[src/rtl/scroll_pkg.sv]
// Shared constants for the scrolling 7-segment display: active-low gfedcba
// segment patterns, controller state encoding and display geometry.
package scroll_pkg;

    localparam int N_DIGITS = 6;

    localparam logic [6:0] SEG_BLANK = 7'b1111111;
    localparam logic [6:0] SEG_I     = 7'b1111001;
    localparam logic [6:0] SEG_L     = 7'b1000111;
    localparam logic [6:0] SEG_O     = 7'b1000000;
    localparam logic [6:0] SEG_V     = 7'b1000001;
    localparam logic [6:0] SEG_E     = 7'b0000110;
    localparam logic [6:0] SEG_C     = 7'b1000110;
    localparam logic [6:0] SEG_A     = 7'b0001000;
    localparam logic [6:0] SEG_R     = 7'b0101111;
    localparam logic [6:0] SEG_S     = 7'b0010010;

    typedef enum logic [1:0] {
        ST_IDLE   = 2'd0,
        ST_ARMED  = 2'd1,
        ST_SCROLL = 2'd2,
        ST_FLUSH  = 2'd3
    } state_t;

    function automatic logic is_active(input state_t s);
        return (s == ST_SCROLL) || (s == ST_FLUSH);
    endfunction

endpackage

[src/rtl/scroll_tick.sv]
// Scroll-step divider: one-cycle tick every CLK_DIV clocks, counter restarts on clear.
// Latency: tick is combinational from the count; first tick CLK_DIV-1 cycles after clear drops.
module scroll_tick #(
    parameter int CLK_DIV = 5_000_000
) (
    input  logic clk,
    input  logic rst,
    input  logic clear,
    output logic tick
);

    localparam int CW = (CLK_DIV > 1) ? $clog2(CLK_DIV) : 1;

    logic [CW-1:0] cnt;

    assign tick = (cnt == CW'(CLK_DIV - 1));

    always_ff @(posedge clk or posedge rst) begin
        if (rst) begin
            cnt <= '0;
        end else if (clear || tick) begin
            cnt <= '0;
        end else begin
            cnt <= cnt + CW'(1);
        end
    end

endmodule

[src/rtl/scroll_ctrl.sv]
// Message scroller: buffers up to MSG_MAX characters, then shifts them across s1..s6 one per tick.
// Writes accepted only in IDLE (wr_ready); SCROLL_REPEAT_EN makes the message loop instead of one-shot.
module scroll_ctrl #(
    parameter int CLK_DIV = 5_000_000,
    parameter int MSG_MAX = 16
) (
    input  logic       clk,
    input  logic       rst,
    input  logic       en,
    input  logic       clr,
    input  logic       wr_valid,
    output logic       wr_ready,
    input  logic [6:0] wr_char,
    input  logic       wr_last,
    output logic [6:0] s1,
    output logic [6:0] s2,
    output logic [6:0] s3,
    output logic [6:0] s4,
    output logic [6:0] s5,
    output logic [6:0] s6,
    output logic       busy
);

    import scroll_pkg::*;

    localparam int PW = $clog2(MSG_MAX);
    localparam int LW = PW + 1;

    state_t        state;
    state_t        state_nx;
    logic [LW-1:0] wr_ptr;
    logic [LW-1:0] len;
    logic [PW-1:0] rd_ptr;
    logic [2:0]    flush_cnt;
    logic          rdy_q;
    logic [6:0]    msg_buf [MSG_MAX];
    logic [6:0]    disp    [N_DIGITS];

    logic          tick;
    logic          tick_clr;
    logic          accept;
    logic          last_wr;
    logic          last_rd;
    logic          flush_done;
    logic          blank_all;
    logic          shift;
    logic [6:0]    shift_val;

    // Divider only runs while characters are moving, so SCROLL entry starts a full period.
    assign tick_clr = !is_active(state);

    scroll_tick #(
        .CLK_DIV(CLK_DIV)
    ) u_tick (
        .clk  (clk),
        .rst  (rst),
        .clear(tick_clr),
        .tick (tick)
    );

    assign accept     = wr_valid && rdy_q && (state == ST_IDLE);
    assign last_wr    = wr_last || (wr_ptr == LW'(MSG_MAX - 1));
    assign last_rd    = (rd_ptr == PW'(len - LW'(1)));
    assign flush_done = (flush_cnt == 3'd5);

    assign blank_all  = clr || !is_active(state) || !en;
    assign shift      = tick && !blank_all;
    assign shift_val  = (state == ST_SCROLL) ? msg_buf[rd_ptr] : SEG_BLANK;

    always_ff @(posedge clk or posedge rst) begin
        if (rst) begin
            state <= ST_IDLE;
        end else begin
            state <= state_nx;
        end
    end

    always_comb begin
        state_nx = state;
        if (clr) begin
            state_nx = ST_IDLE;
        end else begin
            case (state)
                ST_IDLE: begin
                    if (accept && last_wr) begin
                        state_nx = ST_ARMED;
                    end
                end
                ST_ARMED: begin
                    if (en) begin
                        state_nx = ST_SCROLL;
                    end
                end
                ST_SCROLL: begin
                    if (!en) begin
                        state_nx = ST_ARMED;
                    end else if (tick && last_rd) begin
                        state_nx = ST_FLUSH;
                    end
                end
                ST_FLUSH: begin
                    if (!en) begin
                        state_nx = ST_ARMED;
                    end else if (tick && flush_done) begin
`ifdef SCROLL_REPEAT_EN
                        state_nx = ST_SCROLL;
`else
                        state_nx = ST_IDLE;
`endif
                    end
                end
                default: state_nx = ST_IDLE;
            endcase
        end
    end

    always_comb begin
        busy     = is_active(state);
        wr_ready = rdy_q;
    end

    // Registered so wr_ready stays low through reset and rises on the first edge after it.
    always_ff @(posedge clk or posedge rst) begin
        if (rst) begin
            rdy_q <= 1'b0;
        end else begin
            rdy_q <= (state_nx == ST_IDLE);
        end
    end

    always_ff @(posedge clk or posedge rst) begin
        if (rst) begin
            wr_ptr    <= '0;
            len       <= '0;
            rd_ptr    <= '0;
            flush_cnt <= '0;
        end else if (clr) begin
            wr_ptr <= '0;
            len    <= '0;
        end else begin
            case (state)
                ST_IDLE: begin
                    if (accept) begin
                        wr_ptr <= wr_ptr + LW'(1);
                        len    <= wr_ptr + LW'(1);
                    end
                end
                ST_ARMED: begin
                    if (en) begin
                        rd_ptr <= '0;
                    end
                end
                ST_SCROLL: begin
                    if (en && tick) begin
                        rd_ptr <= rd_ptr + PW'(1);
                        if (last_rd) begin
                            flush_cnt <= '0;
                        end
                    end
                end
                ST_FLUSH: begin
                    if (en && tick) begin
                        flush_cnt <= flush_cnt + 3'd1;
                        if (flush_done) begin
`ifdef SCROLL_REPEAT_EN
                            rd_ptr <= '0;
`else
                            wr_ptr <= '0;
                            len    <= '0;
`endif
                        end
                    end
                end
                default: ;
            endcase
        end
    end

    // Buffer contents deliberately survive reset; only the pointers are cleared.
    always_ff @(posedge clk) begin
        if (accept && !clr) begin
            msg_buf[wr_ptr[PW-1:0]] <= wr_char;
        end
    end

    always_ff @(posedge clk or posedge rst) begin
        if (rst) begin
            for (int i = 0; i < N_DIGITS; i++) begin
                disp[i] <= SEG_BLANK;
            end
        end else if (blank_all) begin
            for (int i = 0; i < N_DIGITS; i++) begin
                disp[i] <= SEG_BLANK;
            end
        end else if (shift) begin
            for (int i = N_DIGITS - 1; i > 0; i--) begin
                disp[i] <= disp[i-1];
            end
            disp[0] <= shift_val;
        end
    end

    assign s1 = disp[0];
    assign s2 = disp[1];
    assign s3 = disp[2];
    assign s4 = disp[3];
    assign s5 = disp[4];
    assign s6 = disp[5];

endmodule

[config.mk]
export PLATFORM = sky130hd
export DESIGN_NAME = scroll_ctrl
export DESIGN_NICKNAME = d
export VERILOG_FILES = /design/src/rtl/scroll_pkg.sv /design/src/rtl/scroll_tick.sv /design/src/rtl/scroll_ctrl.sv
export SDC_FILE = /design/constraint.sdc
export NUM_CORES = 1
export LEC_CHECK = 0
export ABC_CLOCK_PERIOD_IN_PS = 2200
export CAP_MARGIN = 20
export CORE_ASPECT_RATIO = 1.25
export CORE_MARGIN = 4
export CORE_UTILIZATION = 25
export DETAILED_ROUTE_END_ITERATION = 7
export PLACE_DENSITY = 0.41
export SLEW_MARGIN = 40
export SYNTH_ARGS = -nofsm -noshare
export SYNTH_HDL_FRONTEND = slang
export SYNTH_HIERARCHICAL = 1
export SYNTH_SLANG_ARGS = --single-unit
[constraint.sdc]
create_clock -name clk -period 2.2 [get_ports clk]
set_clock_uncertainty 0.15 [all_clocks]
set_input_delay 0.44 -clock clk [delete_from_list [all_inputs] [get_ports clk]]
set_output_delay 0.44 -clock clk [all_outputs]
set_load 0.02 [all_outputs]
==> tab_implementation.tex, run 1 <==
\begin{tabular}{lr}
\hline
Metric & Value \\
\hline
\multicolumn{2}{l}{\textbf{Status}} \\
\quad Run status & finished, violations left \\
\quad Violated checks & setup timing \\
\multicolumn{2}{l}{\textbf{Routing}} \\
\quad Antenna Nets Post-Route & 0 \\
\quad Final routed wirelength across all metal layers & $\sim$21000 um \\
\quad Average via count per standard cell & roughly 4.7 \\
\quad First-iteration detailed-routing DRC count & around 290 \\
\quad Wire length on met2 & about 11000 um \\
\quad Number of vias after detailed routing & between 5000 and 6000 \\
\quad M1 wire length & 9260 um \\
\quad Routed length on met3 & roughly 570 um \\
\quad Pre-Repair DR Iteration Count & 4 \\
\quad Drc violations & 0 \\
\quad Top layer used by detailed routing & met4 \\
\quad Post-DR wirelength/cell & 18.6 um \\
\multicolumn{2}{l}{\textbf{Clock network}} \\
\quad Bufs on Longest Clock Path & 2 \\
\quad Number of levels in the clock H-tree & 4 \\
\quad Clock latency on the worst-skew pair & about 430 ps \\
\quad Clock sink total & roughly 190 \\
\quad CTS clock-pin slew for the worst setup and hold paths & $\sim$70 ps \\
\quad TritonCTS clock tree & built \\
\quad Cts bufs inserted & 17 \\
\quad CTS root buffer & sky130\_fd\_sc\_hd\_\_clkbuf\_16 \\
\multicolumn{2}{l}{\textbf{Job}} \\
\quad Reported max-cap violation count & 0 \\
\multicolumn{2}{l}{\textbf{Timing}} \\
\quad PnR worst setup slack & -4.72 ps \\
\quad Part of the cycle the worst path needs & 1.00 \\
\quad Summed negative setup slack over all endpoints & -4.72 ps \\
\quad Transition time of the tightest slew-check pin & 646 ps \\
\quad Final Max Slew Viols & 0 \\
\quad Worst-case headroom to the max-slew limit & 0.558 \\
\quad Min Tclk post-route & 2200 ps \\
\quad Timing-limited maximum frequency & 454 MHz \\
\quad Number of hold-slack violations in the final timing report & 0 \\
\quad Number of setup violations in the final report & 1 \\
\quad Setup repair after global routing missed its margin & true \\
\multicolumn{2}{l}{\textbf{Setup path}} \\
\quad Crit path capture type & flip-flop \\
\quad Crit start category & flip-flop \\
\quad Kind of critical path & flip-flop to flip-flop \\
\quad Crit-path max FO & 2 \\
\quad Register-to-register path setup slack & -5 ps \\
\quad Worst path required time & $\sim$2400 ps \\
\quad Endpoint arrival time on the critical path & 2400 ps \\
\multicolumn{2}{l}{\textbf{Yosys}} \\
\quad Flip-flop and latch count after synthesis & between 150 and 200 \\
\quad Register area share after synthesis & 0.661 \\
\quad Share of flip-flops with an asynchronous set or reset after synthesis & 0.417 \\
\quad Synthesized cell area & 8190 um2 \\
\quad Warning count from the yosys run & 6 \\
\quad Post-synthesis instance total & between 500 and 600 \\
\quad Average cell area after synthesis & around 14 um2 \\
\quad Number of flops mapped to enable cells by yosys & around 110 \\
\quad Net Count, Synth & around 610 \\
\quad Commonest register cell after synthesis & sky130\_fd\_sc\_hd\_\_edfxtp\_1 \\
\quad Number of different library cells in the post-synthesis netlist & 56 \\
\multicolumn{2}{l}{\textbf{Power}} \\
\quad Worst IR drop on VDD & $\sim$0.48 mV \\
\quad PwrDens & roughly 700 nW/um2 \\
\quad Leakage power figure & between 3 and 4 nW \\
\multicolumn{2}{l}{\textbf{Worst hold path}} \\
\quad Path type of the worst min-delay path & input port to asynchronous set/reset pin \\
\multicolumn{2}{l}{\textbf{Cells and area}} \\
\quad Antenna diode count & 0 \\
\quad Final-stage net count & 726 \\
\quad Leading cell type in the layout, fill and taps excluded & sky130\_fd\_sc\_hd\_\_edfxtp\_1 \\
\quad Commonest cells after routing, fill and taps aside & 112 x sky130\_fd\_sc\_hd\_\_edfxtp\_1, 71 x sky130\_fd\_sc\_hd\_\_buf\_4, 42 x sky130\_fd\_sc\_hd\_\_dfstp\_2 \\
\quad Layout filler cell count & about 3200 \\
\quad Post-route standard cell area excluding fillers & $\sim$10000 um2 \\
\quad P\&R area growth vs syn & 28.1\% \\
\quad Share of layout cells above drive strength 1 & 0.303 \\
\multicolumn{2}{l}{\textbf{Global routing}} \\
\quad Global-route usage over all layers & 0.119 \\
\quad Total gr overflow & 0 \\
\quad Vias in the first global route & 5697 \\
\quad Largest net degree at the start of global routing & 58 \\
\quad Number of antenna violations at the first check in global routing & 0 \\
\quad First-pass GRT wire length & about 33000 um \\
\multicolumn{2}{l}{\textbf{Die}} \\
\quad Area of the die & between 30000 and 40000 um2 \\
\quad Placeable core area & between 30000 and 40000 um2 \\
\quad I/O pin count & 57 \\
\quad Horizontal extent of the die & 170 um \\
\quad Initial Utilization & 0.255 \\
\quad Die outline height & approximately 210 um \\
\quad Number of core rows & 73 \\
\multicolumn{2}{l}{\textbf{Placement}} \\
\quad Placed Instance Area & a little under 10000 um2 \\
\quad Input/output buffers & 56 \\
\quad Post-detail-place hpwl & 14200 um \\
\quad Routability Congestion & $\sim$0.76 \\
\hline
\end{tabular}
-- path summary, 6_finish.rpt --
check | to | cells past startpoint | startpoint
worst max-delay path | flush_cnt[2] | 8 | u_tick/cnt[17]
worst min-delay path | state[0] | 3 | rst
worst max register to register | flush_cnt[2] | 8 | u_tick/cnt[17]
worst min register to register | u_tick/cnt[0] | 1 | u_tick/cnt[0]
max in group asynchronous | s1[5] | 3 | rst
min in group clk | u_tick/cnt[0] | 1 | u_tick/cnt[0]
-- through the flow --
step | cells | util | setup slack [ps] | hold slack (ps) | power [W]
5_1_grt | 1129 | 0.327 | -156 | 319 | 0.00764
4_1_cts | 1128 | 0.325 | -77.2 | 276 | 0.00747
3_5_place_dp | 1093 | 0.304 | -301 | 293 | 0.00439
2_1_floorplan | 584 | - | -73.1 | 274 | 0.00418
3_3_place_gp | 1093 | 0.304 | -264 | 290 | 0.00438
6_report | 1129 | 0.327 | -4.72 | 274 | 0.00736
-- routing by layer --
metal,global-route usage,vias up
met2,0.206,84
met4,0.0333,0
met1,0.154,2710
met3,0.0218,11
li1,-,2476
met5,0,-
-- synth_stat cells (4+ instances only) --
cell type                   count  area share
sky130_fd_sc_hd__a2111oi_0      7      0.0075
sky130_fd_sc_hd__o22ai_1        8      0.0061
sky130_fd_sc_hd__inv_1         14      0.0064
sky130_fd_sc_hd__dfstp_2       42        0.13
sky130_fd_sc_hd__and2_1         4      0.0031
sky130_fd_sc_hd__ha_1           9       0.014
sky130_fd_sc_hd__o21ai_0       21       0.013
sky130_fd_sc_hd__nor3_1        13      0.0079
sky130_fd_sc_hd__o31ai_1       14       0.013
sky130_fd_sc_hd__nand2_1       36       0.016
sky130_fd_sc_hd__clkbuf_1      12      0.0055
sky130_fd_sc_hd__mux4_2        14       0.038
sky130_fd_sc_hd__buf_2         13      0.0079
sky130_fd_sc_hd__dfrtp_1       38        0.12
sky130_fd_sc_hd__nand3_1       14      0.0086
sky130_fd_sc_hd__or3_1          4      0.0031
sky130_fd_sc_hd__a21oi_1       25       0.015
sky130_fd_sc_hd__a22o_1         4      0.0043
sky130_fd_sc_hd__nand2b_1       6      0.0046
sky130_fd_sc_hd__nor2b_1       12      0.0092
sky130_fd_sc_hd__edfxtp_1     112        0.41
sky130_fd_sc_hd__nor2_1        31       0.014
sky130_fd_sc_hd__xnor2_1        7      0.0075
sky130_fd_sc_hd__o22a_1        40       0.043
sky130_fd_sc_hd__buf_1          5      0.0023
sky130_fd_sc_hd__and3_1         4      0.0031
sky130_fd_sc_hd__mux2_2        18       0.025
sky130_fd_sc_hd__a211oi_1       4      0.0037
sky130_fd_sc_hd__xor2_1         7      0.0075
sky130_fd_sc_hd__or4_1          9      0.0082
-- kinds of logic (layout without fill, tap and decap cells) --
logic type | Yosys count | count (layout) | synth area share
buf+inv | 50 | 183 | 0.0286
mux | 33 | 33 | 0.0645
simple gates | 151 | 151 | 0.0967
xor+xnor | 15 | 15 | 0.0170
flops | 192 | 192 | 0.661
compound gates | 134 | 134 | 0.118
fa+ha+maj | 9 | 9 | 0.0137
-- state kept, by name, summed over array words and instances (netlist names) --
register    cells
wr_ready        1
s2              7
state           2
s6              7
s1              7
rd_ptr          4
len             5
flush_cnt       3
s5              7
u_tick/cnt     23
s3              7
s4              7
msg_buf       112
-- worst max-delay path: stages (launching register included) --
cell and delay [ps]:
sky130_fd_sc_hd__dfrtp_1 410, sky130_fd_sc_hd__nor4b_4 330, sky130_fd_sc_hd__nand3_2 140, sky130_fd_sc_hd__nor3_4 230, sky130_fd_sc_hd__nand4b_1 150, sky130_fd_sc_hd__or3b_4 390
sky130_fd_sc_hd__a21oi_2 120, sky130_fd_sc_hd__a31oi_1 50, sky130_fd_sc_hd__o21ai_1 150
-- what timing repair did --
item | in CTS | in global routing
buffers inserted | 2 | 1
setup endpoints to repair | 91 | 62
pin swaps | 19 | 5
resized for setup | 66 | 12
hold buffers | 0 | 0
endpoints found under the hold margin | 0 | 0
gates cloned | 1 | 0
-- power by group --
part           switching (W)  internal [W]  total (W)
combinational       0.000262      0.000187   0.000449
sequential         0.0000201       0.00385    0.00387
clock                0.00144       0.00160    0.00304
-- layout make-up --
| class | instances | area (um2) | area share |
|---|---|---|---|
| inverters | 15 | 58.8 | 0.00560 |
| multi-input cells | 342 | 2690 | 0.256 |
| clock inverters | 15 | 150 | 0.0143 |
| flip-flops and latches | 192 | 5420 | 0.516 |
| clock buffers | 17 | 425 | 0.0405 |
| repair buffers | 136 | 1240 | 0.118 |
| well taps | 412 | 515 | 0.0491 |
(Power assumes the default switching activity.)
==> run 2: changes to the inputs <==
--- a/config.mk
+++ b/config.mk
@@ -5,13 +5,13 @@
 export SDC_FILE = /design/constraint.sdc
 export NUM_CORES = 1
 export LEC_CHECK = 0
-export ABC_CLOCK_PERIOD_IN_PS = 2200
+export ABC_CLOCK_PERIOD_IN_PS = 2700
 export CAP_MARGIN = 20
 export CORE_ASPECT_RATIO = 1.25
 export CORE_MARGIN = 4
 export CORE_UTILIZATION = 25
 export DETAILED_ROUTE_END_ITERATION = 7
-export PLACE_DENSITY = 0.41
+export PLACE_DENSITY = 0.39
 export SLEW_MARGIN = 40
 export SYNTH_ARGS = -nofsm -noshare
 export SYNTH_HDL_FRONTEND = slang
==> constraint.sdc (replaced) <==
create_clock -name clk -period 2.7 [get_ports clk]
set_clock_uncertainty 0.15 [all_clocks]
set_input_delay 0.54 -clock clk [delete_from_list [all_inputs] [get_ports clk]]
set_output_delay 0.54 -clock clk [all_outputs]
set_load 0.02 [all_outputs]
==> run 2 against run 1 <==
The run now ends clean. Sequential cell count unchanged. Clock power down 20%. Largest power group unchanged. Sequential power decreased by 18%.
==> tab_implementation.tex, run 2 (synthesized netlist as in run 1, its figures left out) <==
\begin{tabular}{lr}
\hline
Metric & Value \\
\hline
\multicolumn{2}{l}{\textbf{Timing}} \\
\quad Number of setup violations in the final report & 0 \\
\quad Setup repair after global routing missed its margin & false \\
\quad Summed negative setup slack over all endpoints & 0 ps \\
\quad Worst-case headroom to the max-slew limit & 0.541 \\
\quad Final Hold Slack & $\sim$300 ps \\
\quad Part of the cycle the worst path needs & 0.896 \\
\quad Transition time of the tightest slew-check pin & about 690 ps \\
\quad PnR worst setup slack & $\sim$280 ps \\
\quad Final Max Slew Viols & 0 \\
\quad Number of hold-slack violations in the final timing report & 0 \\
\quad Min Tclk post-route & 2420 ps \\
\quad Timing-limited maximum frequency & roughly 410 MHz \\
\multicolumn{2}{l}{\textbf{Global routing}} \\
\quad Vias in the first global route & 5290 \\
\quad Total gr overflow & 0 \\
\quad Global-route usage over all layers & 0.114 \\
\quad First-pass GRT wire length & about 31000 um \\
\quad Largest net degree at the start of global routing & 58 \\
\quad Number of antenna violations at the first check in global routing & 0 \\
\multicolumn{2}{l}{\textbf{Clock network}} \\
\quad CTS Hold Bufs & 0 \\
\quad CTS root buffer & sky130\_fd\_sc\_hd\_\_clkbuf\_16 \\
\quad Post-CTS Setup Bufs & 0 \\
\quad Clock latency on the worst-skew pair & around 430 ps \\
\quad Cts bufs inserted & 17 \\
\quad Bufs on Longest Clock Path & 2 \\
\quad Number of levels in the clock H-tree & 4 \\
\quad CTS clock-pin slew for the worst setup and hold paths & 70 ps \\
\quad TritonCTS clock tree & built \\
\quad Clock sink total & between 150 and 200 \\
\multicolumn{2}{l}{\textbf{Die}} \\
\quad Die outline height & between 200 and 250 um \\
\quad Number of core rows & 73 \\
\quad Placeable core area & 32100 um2 \\
\quad Horizontal extent of the die & roughly 170 um \\
\quad Area of the die & 35700 um2 \\
\quad I/O pin count & 57 \\
\quad Initial Utilization & 0.255 \\
\multicolumn{2}{l}{\textbf{Cells and area}} \\
\quad Share of layout cells above drive strength 1 & 0.242 \\
\quad Final-stage net count & slightly below 700 \\
\quad Number of flip-flops in the largest register & between 100 and 150 \\
\quad Antenna diode count & 0 \\
\quad P\&R area growth vs syn & 22.4\% \\
\quad Leading cell type in the layout, fill and taps excluded & sky130\_fd\_sc\_hd\_\_edfxtp\_1 \\
\quad Commonest cells after routing, fill and taps aside & 112 x sky130\_fd\_sc\_hd\_\_edfxtp\_1, 56 x sky130\_fd\_sc\_hd\_\_clkdlybuf4s50\_1, 42 x sky130\_fd\_sc\_hd\_\_dfstp\_2 \\
\quad Filler-free cell count of the finished design & roughly 1100 \\
\multicolumn{2}{l}{\textbf{Setup path}} \\
\quad Worst path required time & 2860 ps \\
\quad Crit start category & flip-flop \\
\quad Endpoint arrival time on the critical path & roughly 2600 ps \\
\quad Crit path capture type & flip-flop \\
\quad Kind of critical path & flip-flop to flip-flop \\
\quad Crit-path max FO & 7 \\
\multicolumn{2}{l}{\textbf{Routing}} \\
\quad Post-DR wirelength/cell & between 15 and 20 um \\
\quad Drc violations & 0 \\
\quad Number of vias after detailed routing & around 5000 \\
\quad First-iteration detailed-routing DRC count & approximately 290 \\
\quad Average via count per standard cell & roughly 4.6 \\
\quad Antenna Nets Post-Route & 0 \\
\quad Pre-Repair DR Iteration Count & 5 \\
\quad Final routed wirelength across all metal layers & approximately 20000 um \\
\multicolumn{2}{l}{\textbf{Status}} \\
\quad Run status & complete, no violations \\
\multicolumn{2}{l}{\textbf{Placement}} \\
\quad Placed instance count & 1059 \\
\quad Routability Congestion & slightly below 0.8 \\
\quad Setup WS pre-CTS & around 180 ps \\
\quad Input/output buffers & 56 \\
\quad Post-detail-place hpwl & around 14000 um \\
\multicolumn{2}{l}{\textbf{Power}} \\
\quad PwrDens & $\sim$590 nW/um2 \\
\quad Worst IR drop on VDD & between 0.3 and 0.4 mV \\
\quad Leakage power figure & 3.37 nW \\
\multicolumn{2}{l}{\textbf{Job}} \\
\quad Reported max-cap violation count & 0 \\
\multicolumn{2}{l}{\textbf{Worst hold path}} \\
\quad Path type of the worst min-delay path & flip-flop to flip-flop \\
\hline
\end{tabular}
## run 2: changes by cell type in the layout (fill, tap and decap cells not counted), moves of 3 or more
cell and delta:
sky130_fd_sc_hd__buf_4 -32, sky130_fd_sc_hd__dlygate4sd2_1 -36, sky130_fd_sc_hd__clkdlybuf4s50_1 +41, sky130_fd_sc_hd__nor2_4 -3
sky130_fd_sc_hd__inv_6 -4, sky130_fd_sc_hd__buf_12 -4, sky130_fd_sc_hd__dlymetal6s2s_1 -5, sky130_fd_sc_hd__nor2_1 +3
## run 2: layer usage
metal / vias up / wire length [um] / global-route usage
met5: - / 0 / 0
met4: 0 / 168 / 0.0306
met3: 10 / 511 / 0.0238
met2: 78 / 10500 / 0.200
met1: 2524 / 8770 / 0.144
li1: 2393 / - / -
## run 2: worst paths after layout
path                       slack [ps]  cells after the start             to      startpoint
max reg2reg                       280                      8         len[0]  u_tick/cnt[15]
min reg2reg                       300                      1  u_tick/cnt[0]   u_tick/cnt[0]
min                               300                      1  u_tick/cnt[0]   u_tick/cnt[0]
max                               280                      8         len[0]  u_tick/cnt[15]
max in group asynchronous        1710                      3          s2[3]             rst
min in group asynchronous         360                      3   flush_cnt[1]             rst
## run 2: critical path: stages, from the launching register on
cell and delay, ps:
sky130_fd_sc_hd__dfrtp_1 450, sky130_fd_sc_hd__nor4b_2 300, sky130_fd_sc_hd__nand3_1 170, sky130_fd_sc_hd__nor3_2 270, sky130_fd_sc_hd__buf_4 170, sky130_fd_sc_hd__nand3_1 110
sky130_fd_sc_hd__nor2_1 180, sky130_fd_sc_hd__a311oi_2 200, sky130_fd_sc_hd__mux2_2 310
## run 2: stage by stage
step / area, um2 / utilization / power, W
finish: 10000 / 0.313 / 0.00591
global route: 10000 / 0.313 / 0.00618
CTS: 10000 / 0.312 / 0.00600
detailed placement: 9450 / 0.295 / 0.00355
global placement: 9450 / 0.295 / 0.00354
floorplan: 8190 / - / 0.00340
## run 2: cell type report
class / count / area [um2]
fill: 3187 / 22000
sequential: 192 / 5420
multi-input combinational: 342 / 2550
timing repair buffer: 98 / 913
tap: 412 / 515
clock buffer: 17 / 425
clock inverter: 14 / 143
inverter: 15 / 56.3
## run 2: what timing repair did
item                                   CTS  global route
gates resized for setup                  0             2
setup endpoints to repair                0             7
endpoints found under the hold margin    0             0
## run 2: where the power goes
part	leakage, nW	total (W)	internal [W]	switching (W)
Combinational	1.14	0.000315	0.000125	0.000190
Clock	0.272	0.00244	0.00136	0.00108
Sequential	1.95	0.00316	0.00314	0.0000251
==> run 3: changes to the inputs <==
--- a/config.mk
+++ b/config.mk
@@ -5,7 +5,7 @@
 export SDC_FILE = /design/constraint.sdc
 export NUM_CORES = 1
 export LEC_CHECK = 0
-export ABC_CLOCK_PERIOD_IN_PS = 2700
+export ABC_CLOCK_PERIOD_IN_PS = 2820
 export CAP_MARGIN = 20
 export CORE_ASPECT_RATIO = 1.25
 export CORE_MARGIN = 4
==> constraint.sdc (replaced) <==
create_clock -name clk -period 2.82 [get_ports clk]
set_clock_uncertainty 0.15 [all_clocks]
set_input_delay 0.564 -clock clk [delete_from_list [all_inputs] [get_ports clk]]
set_output_delay 0.564 -clock clk [all_outputs]
set_load 0.02 [all_outputs]
==> run 3 against run 2 <==
Final cell count shrank 0.73%. Clock power grew 4%. Die area is the same. Critical path depth is the same. Global-route usage grew 0.24 points. Setup slack lost 1.4 ps. Count of clock-buffer cells in the layout grew 2. Total power shrank 0.95%. Via count grew 0.60%. Hold slack gained 7.9 ps. Utilization shrank 0.11 points. First-iteration DRC count is the same. Highest routed layer unchanged.
==> tab_implementation.tex, run 3 (synthesized netlist as in run 1, its figures left out) <==
\begin{tabular}{lr}
\hline
Metric & Value \\
\hline
\multicolumn{2}{l}{\textbf{Setup path}} \\
\quad Kind of critical path & flip-flop to flip-flop \\
\quad R2R cell count & 8 \\
\quad Worst path required time & 2980 ps \\
\quad Register-to-register path setup slack & $\sim$280 ps \\
\quad Critical Path Source & u\_tick/cnt[15] \\
\quad Startpoint of the most critical register-to-register path & u\_tick/cnt[15] \\
\quad Endpoint arrival time on the critical path & 2700 ps \\
\quad Crit-path max FO & 7 \\
\quad Crit path capture type & flip-flop \\
\quad Reg-to-Reg End & len[0] \\
\quad Crit start category & flip-flop \\
\multicolumn{2}{l}{\textbf{Power}} \\
\quad Worst IR drop on VDD & just under 0.4 mV \\
\quad PwrDens & $\sim$600 nW/um2 \\
\quad Leakage power figure & about 3.3 nW \\
\multicolumn{2}{l}{\textbf{Cells and area}} \\
\quad Final-stage net count & slightly below 700 \\
\quad Share of layout cells above drive strength 1 & 0.228 \\
\quad Post-route standard cell area excluding fillers & 9990 um2 \\
\quad Layout filler cell count & about 3200 \\
\quad Sequential cell area in the final layout & between 5000 and 6000 um2 \\
\quad Final core utilization & 0.312 \\
\quad Number of flip-flops in the largest register & around 110 \\
\quad Leading cell type in the layout, fill and taps excluded & sky130\_fd\_sc\_hd\_\_edfxtp\_1 \\
\quad Area of the multi-input gates & roughly 2500 um2 \\
\quad Commonest cells after routing, fill and taps aside & 112 x sky130\_fd\_sc\_hd\_\_edfxtp\_1, 56 x sky130\_fd\_sc\_hd\_\_clkdlybuf4s50\_1, 42 x sky130\_fd\_sc\_hd\_\_dfstp\_2 \\
\quad Antenna diode count & 0 \\
\quad P\&R area growth vs syn & 22.0\% \\
\quad Filler-free cell count of the finished design & about 1100 \\
\multicolumn{2}{l}{\textbf{Placement}} \\
\quad Placed Instance Area & between 9000 and 10000 um2 \\
\quad Routability Congestion & 0.759 \\
\quad Placed instance count & about 1100 \\
\quad Post-detail-place hpwl & $\sim$14000 um \\
\quad Input/output buffers & 56 \\
\quad Setup WS pre-CTS & roughly 200 ps \\
\multicolumn{2}{l}{\textbf{Worst hold path}} \\
\quad Endpoint of the worst hold path & u\_tick/cnt[0] \\
\quad Hold wc startpoint & u\_tick/cnt[0] \\
\quad Cells on Worst Hold Path & 1 \\
\quad Path type of the worst min-delay path & flip-flop to flip-flop \\
\multicolumn{2}{l}{\textbf{Clock network}} \\
\quad Clock sink total & between 150 and 200 \\
\quad TritonCTS clock tree & built \\
\quad Bufs on Longest Clock Path & 2 \\
\quad CTS clock-pin slew for the worst setup and hold paths & about 70 ps \\
\quad Post-cts sizing count & 0 \\
\quad Post-CTS Setup Bufs & 0 \\
\quad Cts bufs inserted & 17 \\
\quad Number of levels in the clock H-tree & 4 \\
\quad Clock latency on the worst-skew pair & roughly 430 ps \\
\quad CTS Hold Bufs & 0 \\
\quad CTS root buffer & sky130\_fd\_sc\_hd\_\_clkbuf\_16 \\
\multicolumn{2}{l}{\textbf{Global routing}} \\
\quad Global-route usage over all layers & 0.117 \\
\quad Largest net degree at the start of global routing & 43 \\
\quad First-pass GRT wire length & around 32000 um \\
\quad Total gr overflow & 0 \\
\quad Number of antenna violations at the first check in global routing & 0 \\
\quad Vias in the first global route & about 5300 \\
\multicolumn{2}{l}{\textbf{Job}} \\
\quad Reported max-cap violation count & 0 \\
\multicolumn{2}{l}{\textbf{Timing}} \\
\quad Transition time of the tightest slew-check pin & 732 ps \\
\quad Timing-limited maximum frequency & around 390 MHz \\
\quad Number of setup violations in the final report & 0 \\
\quad Final Max Slew Viols & 0 \\
\quad Setup repair after global routing missed its margin & false \\
\quad Worst-case headroom to the max-slew limit & 0.510 \\
\quad Part of the cycle the worst path needs & 0.901 \\
\quad Min Tclk post-route & between 2000 and 3000 ps \\
\quad Number of hold-slack violations in the final timing report & 0 \\
\quad Summed negative setup slack over all endpoints & 0 ps \\
\quad PnR worst setup slack & roughly 280 ps \\
\multicolumn{2}{l}{\textbf{Die}} \\
\quad Initial Utilization & 0.255 \\
\quad Horizontal extent of the die & 170 um \\
\quad Number of core rows & 73 \\
\quad Area of the die & around 36000 um2 \\
\quad I/O pin count & 57 \\
\quad Die outline height & 210 um \\
\quad Placeable core area & around 32000 um2 \\
\multicolumn{2}{l}{\textbf{Routing}} \\
\quad Average via count per standard cell & 4.65 \\
\quad Number of vias after detailed routing & 5035 \\
\quad Drc violations & 0 \\
\quad First-iteration detailed-routing DRC count & between 200 and 300 \\
\quad Pre-Repair DR Iteration Count & 4 \\
\quad Post-DR wirelength/cell & approximately 19 um \\
\quad Final routed wirelength across all metal layers & about 20000 um \\
\quad Antenna Nets Post-Route & 0 \\
\multicolumn{2}{l}{\textbf{Status}} \\
\quad Run status & complete, no violations \\
\hline
\end{tabular}
[run 3: cell count changes in the layout (fill, tap and decap cells not counted), sizes merged]
cell	delta
buf	-9
clkinv	-3
clkinvlp	-1
bufinv	+2
inv	+1
clkbuf	+2
[run 3: area by class of cell]
type	instances	area share
flip-flops and latches	192	0.542
multi-input cells	342	0.255
repair buffers	89	0.0834
well taps	412	0.0516
clock buffers	19	0.0433
clock inverters	13	0.0185
inverters	15	0.00563
[run 3: worst max-delay path by stage]
| stage | end | cells past startpoint |
|---|---|---|
| after global placement | msg_buf[0][3] | 6 |
| after CTS | len[0] | 8 |
| final | len[0] | 8 |
| after floorplan | flush_cnt[2] | 9 |
| after detailed placement | len[0] | 8 |
| after global routing | len[0] | 8 |
[run 3: through the flow]
| stage | total power [W] | hold WS (ps) |
|---|---|---|
| global placement | 0.00339 | 288 |
| finish | 0.00586 | 310 |
| detailed placement | 0.00339 | 293 |
| CTS | 0.00596 | 310 |
| floorplan | 0.00326 | 274 |
| global route | 0.00610 | 366 |
[run 3: critical path, stage by stage (launching register included)]
cell and delay (ps):
sky130_fd_sc_hd__dfrtp_1 430, sky130_fd_sc_hd__nor4b_1 350, sky130_fd_sc_hd__nand3_1 180, sky130_fd_sc_hd__nor3_2 280, sky130_fd_sc_hd__buf_4 180, sky130_fd_sc_hd__nand3_1 110
sky130_fd_sc_hd__nor2_1 200, sky130_fd_sc_hd__a311oi_2 220, sky130_fd_sc_hd__mux2_2 320
[run 3: routing by layer]
metal  GRT usage  share of wire  vias to the layer above
met5           0              0                        -
met4      0.0311          0.011                        0
met2       0.200           0.52                       56
met1       0.150           0.45                     2585
met3      0.0246          0.024                       17
li1            -              -                     2377
[run 3: power breakdown]
group          leakage, nW  internal, W  total, W  switching [W]
clock                0.295      0.00149   0.00253        0.00104
combinational         1.09     0.000116  0.000298       0.000182
sequential            1.95      0.00301   0.00303      0.0000256
total                 3.34      0.00461   0.00586        0.00125
